### config.mk
export PLATFORM = sky130hd
export DESIGN_NAME = mio_bus_ctrl
export DESIGN_NICKNAME = d
export VERILOG_FILES = /design/src/rtl/mio_bus_ctrl.sv
export SDC_FILE = /design/constraint.sdc
export NUM_CORES = 1
export LEC_CHECK = 0
export BUFFER_PORTS_ARGS = -buffer_cell sky130_fd_sc_hd__buf_2
export CAP_MARGIN = 20
export CORE_MARGIN = 3
export CORE_UTILIZATION = 50
export DETAILED_ROUTE_END_ITERATION = 6
export GPL_TIMING_DRIVEN = 0
export PLACE_DENSITY = 0.81
export SYNTH_ARGS = -nofsm -noshare
export SYNTH_HDL_FRONTEND = slang
export SYNTH_SLANG_ARGS = --single-unit
export TNS_END_PERCENT = 5
### constraint.sdc
create_clock -name clk -period 3.5 [get_ports clk]
set_input_delay 0.7 -clock clk [delete_from_list [all_inputs] [get_ports clk]]
set_output_delay 0.7 -clock clk [all_outputs]
set_load 0.02 [all_outputs]
### src/rtl/mio_bus_ctrl.sv
// Memory/IO bus controller between the multicycle core and data RAM + peripheral registers.
// Latency: accept-to-ready 1 cycle for writes/peripherals, RAM_LAT+1 cycles for RAM reads.
// Backpressure: 4-phase level handshake; mio_ready holds until cpu_mio drops, no re-execution.
module mio_bus_ctrl #(
  parameter int RAM_AW  = 10,
  parameter int RAM_LAT = 1,
  parameter int IO_W    = 16
) (
  input  logic              clk,
  input  logic              rst_n,
  input  logic              cpu_mio,
  input  logic              mem_w,
  input  logic [31:0]       addr,
  input  logic [31:0]       wdata,
  output logic [31:0]       rdata,
  output logic              mio_ready,
  output logic [RAM_AW-1:0] ram_addr,
  output logic              ram_we,
  output logic [31:0]       ram_din,
  input  logic [31:0]       ram_dout,
  input  logic [IO_W-1:0]   sw_i,
  output logic [IO_W-1:0]   led_o,
  output logic [31:0]       seg_o,
  output logic              int_o
);

  localparam logic [1:0] IDLE     = 2'd0;
  localparam logic [1:0] RAM_WAIT = 2'd1;
  localparam logic [1:0] DONE     = 2'd2;
  localparam logic [2:0] LAT_INIT = 3'(RAM_LAT);

  logic [1:0]  state;
  logic [2:0]  wait_cnt;
  logic [31:0] counter;
  logic        accept;
  logic        sel_ram, sel_seg, sel_io, sel_ctr;
  logic        ctr_wr, ctr_rd, wrap;
  logic [31:0] per_rdata;
  logic        unused_addr_lsb;

  // Byte-lane bits are irrelevant: the bus is word-only.
  assign unused_addr_lsb = ^addr[1:0];

  // Address decode and accept qualification (request is only looked at in IDLE).
  always_comb begin
    accept  = (state == IDLE) && cpu_mio;
    sel_ram = (addr[31:28] == 4'h0);
    sel_seg = (addr[31:2] == 30'h3800_0000);
    sel_io  = (addr[31:2] == 30'h3C00_0000);
    sel_ctr = (addr[31:2] == 30'h3C00_0001);
    ctr_wr  = accept && mem_w && sel_ctr;
    ctr_rd  = accept && !mem_w && sel_ctr;
    // A counter load on the wrap cycle replaces the wrap, so no interrupt.
    wrap    = (counter == 32'hFFFF_FFFF) && !ctr_wr;
  end

  // Peripheral read mux; unmapped non-RAM addresses read as zero.
  always_comb begin
    per_rdata = 32'h0;
    if (sel_seg)      per_rdata = seg_o;
    else if (sel_io)  per_rdata = 32'(sw_i);
    else if (sel_ctr) per_rdata = counter;
  end

  // Handshake FSM: performs the access on the accept edge, or waits out RAM read latency.
  always_ff @(posedge clk or negedge rst_n) begin
    if (!rst_n) begin
      state     <= IDLE;
      wait_cnt  <= 3'd0;
      rdata     <= 32'h0;
      mio_ready <= 1'b0;
      ram_addr  <= '0;
      ram_we    <= 1'b0;
      ram_din   <= 32'h0;
    end else begin
      ram_we <= 1'b0;
      case (state)
        IDLE: begin
          if (cpu_mio) begin
            if (sel_ram) ram_addr <= addr[RAM_AW+1:2];
            if (sel_ram && !mem_w) begin
              state    <= RAM_WAIT;
              wait_cnt <= LAT_INIT;
            end else begin
              if (sel_ram) begin
                ram_we  <= 1'b1;
                ram_din <= wdata;
              end
              if (!mem_w) rdata <= per_rdata;
              state     <= DONE;
              mio_ready <= 1'b1;
            end
          end
        end
        RAM_WAIT: begin
          // Count reaching zero on this edge means ram_dout is valid now.
          if (wait_cnt <= 3'd1) begin
            rdata     <= ram_dout;
            state     <= DONE;
            mio_ready <= 1'b1;
          end else begin
            wait_cnt <= wait_cnt - 3'd1;
          end
        end
        DONE: begin
          if (!cpu_mio) begin
            state     <= IDLE;
            mio_ready <= 1'b0;
          end
        end
        default: begin
          state     <= IDLE;
          mio_ready <= 1'b0;
        end
      endcase
    end
  end

  // Peripheral registers: LED, seg7, free-running counter and its sticky wrap flag.
  always_ff @(posedge clk or negedge rst_n) begin
    if (!rst_n) begin
      led_o   <= '0;
      seg_o   <= 32'h0;
      counter <= 32'h0;
      int_o   <= 1'b0;
    end else begin
      if (accept && mem_w && sel_seg) seg_o <= wdata;
      if (accept && mem_w && sel_io)  led_o <= wdata[IO_W-1:0];
      counter <= ctr_wr ? wdata : counter + 32'd1;
      // Wrap beats a same-cycle read-clear.
      if (wrap)        int_o <= 1'b1;
      else if (ctr_rd) int_o <= 1'b0;
    end
  end

endmodule

==> impl_metrics.json <==
{
  "grt_max_degree": 124,
  "multi_input_area_um2": 3250,
  "synth_compound_area_share_pct": 8.38,
  "wl_met1_um": 9290,
  "grt_pass1_wl_um": 34800,
  "end_kind": "flop",
  "p_per_area_nw_per_um2": 475,
  "insertion_delay_ns": 0.43,
  "dr.pass1.iters": 5,
  "crit_path_max_fanout": 10,
  "yosysTopAreaCell": "dfrtp_1",
  "core_area_um2": 14600,
  "status": "finished, final reports clean",
  "numPortBuffers": 238,
  "synth_top_family_by_area": "simple AND/OR/NAND/NOR gates",
  "p_comb_share_pct": 12.9,
  "setup_viol": 0,
  "start_util_pct": 51.5,
  "cts-root-buf": "clkbuf_16",
  "hold_path_class": "in2async",
  "syn_inst": 739,
  "period_share_pct": 76.9,
  "pwr-share-seq_pct": 45.3,
  "cts_buffers": 17,
  "timing.rr.start": "state[0]$_DFFE_PN0P_",
  "grt_util_all_layers_pct": 27.1,
  "seq_area_um2": 4050,
  "cts.sinks": 162,
  "ys.flop_type": "dfrtp_1",
  "wl_per_cell_um": 18.6,
  "worstReg2RegEnd": "led_o[7]$_DFFE_PN0P_",
  "synth_top_area_share_pct": 54.0,
  "worst_slack_ns": 0.809,
  "dpl.hpwl_um": 16500,
  "hold_viol": 0,
  "final_nets": 1116,
  "pin_count": 241,
  "wl_met3_um": 1720,
  "p_leak_nw": 5.01,
  "seq_area_frac_synth_pct": 54.0,
  "tightest_slew_ns": 0.754,
  "power.total_mw": 4.54,
  "r2r_cells": 5,
  "first_global_vias": 6614,
  "crit_end": "led_o[7]$_DFFE_PN0P_",
  "synth_warnings": 0,
  "overflow": 0,
  "cts_hold_buf": 0,
  "wirelength_um": 22200,
  "syn_nets": 858,
  "synth_area_leaders": "dfrtp_1 (54%), nand2_1 (8.3%), mux2_1 (7.6%)",
  "synth-simple-area-share_pct": 19.5,
  "synth.area.mux_share_pct": 11.4,
  "ys_types": 41,
  "post_cts_buffers": 0,
  "setup.worst_path.class": "in2reg",
  "slew_headroom_pct": 49.5,
  "synth_edf_count": 0,
  "switchingPower_mw": 1.18,
  "vias": 6709,
  "area_delta_synth_final_pct": 27.4,
  "antenna_found_initial": 3,
  "critPathLaunch": "addr[7]",
  "dp_slack_ns": 0.369,
  "dr.first_iter.drc_count": 522,
  "ctsResizeCount": 0,
  "p_int_mw": 3.36,
  "dp.cells": 1162,
  "drive_above_1_share_pct": 28.9,
  "rsz0062_at_grt": "no",
  "fin_cells": 1193,
  "drc": 0,
  "gp_congestion": 0.873,
  "fin_skew_ns": 0.00827,
  "r2r_setup_slack_ns": 0.91,
  "report.final.slew_viol_count": 0,
  "worstPathRequired_ns": 3.81,
  "synth_fa_ha_area_share_pct": 0.500,
  "max_freq_mhz": 372,
  "die_w_um": 129,
  "cts_tree": "done",
  "clock_path_buffers": 2,
  "worstPathArrival_ns": 3.00,
  "crit_path_start_kind": "input port",
  "cts_htree_levels": 4,
  "final_antenna_net_count": 0,
  "clkSlewWorstSetupHoldPaths_ns": 0.06,
  "top_layer": "met5",
  "dr_wl_met2_um": 10600,
  "fillers": 1184,
  "hold_ws_ns": 0.146,
  "via_per_inst": 5.62,
  "swShare_pct": 25.9,
  "die_area_um2": 16500,
  "placementRows": 44,
  "irDropWorstVdd_mv": 0.329,
  "synthArstFlopShare_pct": 100,
  "ys_seq_elements": 162,
  "cap_violations": 0,
  "clkPwrFrac_pct": 41.7,
  "synth_xor_area_share_pct": 3.50,
  "min_period_ns": 2.69,
  "synthesis.area_um2": 7510,
  "num_antenna_cells": 0,
  "fp.dieH_um": 129,
  "avgSynthCellArea_um2": 10.2
}
## cell type report
class | count | area share (%)
buffer | 42 | 1.87
clock buffer | 22 | 4.85
clock inverter | 9 | 1.37
inverter | 7 | 0.275
multi-input combinational | 528 | 34.0
sequential | 162 | 42.4
tap | 184 | 2.41
timing repair buffer | 239 | 12.8
## cell families (layout without fill, tap and decap cells)
kind of cell | count (synthesis) | in the layout
buffers and inverters | 49 | 319
xor gates and xnor gates | 30 | 30
and+or+nand+nor | 314 | 314
DFF | 162 | 162
AOI/OAI and AO/OA | 103 | 103
adders and majority gates | 3 | 3
muxes | 78 | 78
## cells in the final DEF (no fill, tap or decap), types with 11 or more instances in the layout
cell | synthesis | final
nor2_1 | 36 | 36
mux2i_1 | 17 | 17
buf_2 | 11 | 248
nand3_1 | 38 | 38
xnor2_1 | 19 | 19
o21ai_1 | 28 | 28
clkbuf_1 | 27 | 30
and3_1 | 23 | 23
nand2_1 | 166 | 166
xor2_1 | 11 | 11
clkbuf_16 | 0 | 17
mux2_1 | 51 | 51
a31oi_1 | 17 | 17
o22ai_1 | 15 | 15
dfrtp_1 | 162 | 162
a21oi_1 | 22 | 22
nor4_1 | 12 | 12
o2bb2ai_1 | 16 | 16
## synth_stat cells (all sizes together) (15+ instances only)
master   number
a31oi        17
o2bb2ai      16
xnor2        19
dfrtp       162
a21oi        22
nor2         36
clkbuf       27
nand2       166
nand3        38
mux2i        17
o21ai        29
and3         23
buf          15
o22ai        15
mux2         61
## flip-flops by register name, indices dropped and copies added, names as in the netlist
signal / cells
led_o: 16
int_o: 1
rdata: 32
ram_we: 1
state: 2
ram_din: 32
seg_o: 32
mio_ready: 1
counter: 32
wait_cnt: 3
ram_addr: 10
## worst max-delay path, stage by stage
cell and delay (ns):
buf_2 0.11, nor4_1 0.36, and4_1 0.36, nand3_1 0.11
nor3_2 0.60, buf_2 0.39, mux2_1 0.36
## stage by stage
step	utilization, %	setup TNS [ns]	instance area, um2
2_1_floorplan	-	0	7510
3_3_place_gp	61.2	-126.70	8930
6_report	65.6	0	9560
4_1_cts	65.6	0	9560
3_5_place_dp	61.5	0	8970
5_1_grt	65.6	0	9560
## power groups by stage
| stage | Combinational, mW | Sequential, mW | Clock (mW) |
|---|---|---|---|
| after floorplan | 0.161 | 2.23 | 0 |
| after global placement | 0.575 | 2.09 | 0 |
| after detailed placement | 0.592 | 2.09 | 0 |
| after CTS | 0.592 | 2.06 | 1.90 |
| after global routing | 0.641 | 2.07 | 1.99 |
| final | 0.587 | 2.06 | 1.89 |
## worst min path at each step
stage / endpoint / slack, ns / depth (start not counted)
2_1_floorplan: counter[0]$_DFF_PN0_ / 0.40 / 0
3_3_place_gp: ram_din[7]$_DFFE_PN0P_ / 0.45 / 2
3_5_place_dp: ram_din[7]$_DFFE_PN0P_ / 0.46 / 2
4_1_cts: ram_we$_DFF_PN0_ / 0.15 / 1
5_1_grt: ram_we$_DFF_PN0_ / 0.16 / 1
6_report: ram_we$_DFF_PN0_ / 0.15 / 1
## routing by layer
layer / track usage [%] / up-vias
li1: - / 3121
met2: 44.1 / 270
met4: 9.51 / 6
met5: 0 / -
met1: 35.5 / 3267
met3: 6.97 / 45
No activity file was read; power rests on OpenSTA's default activity.
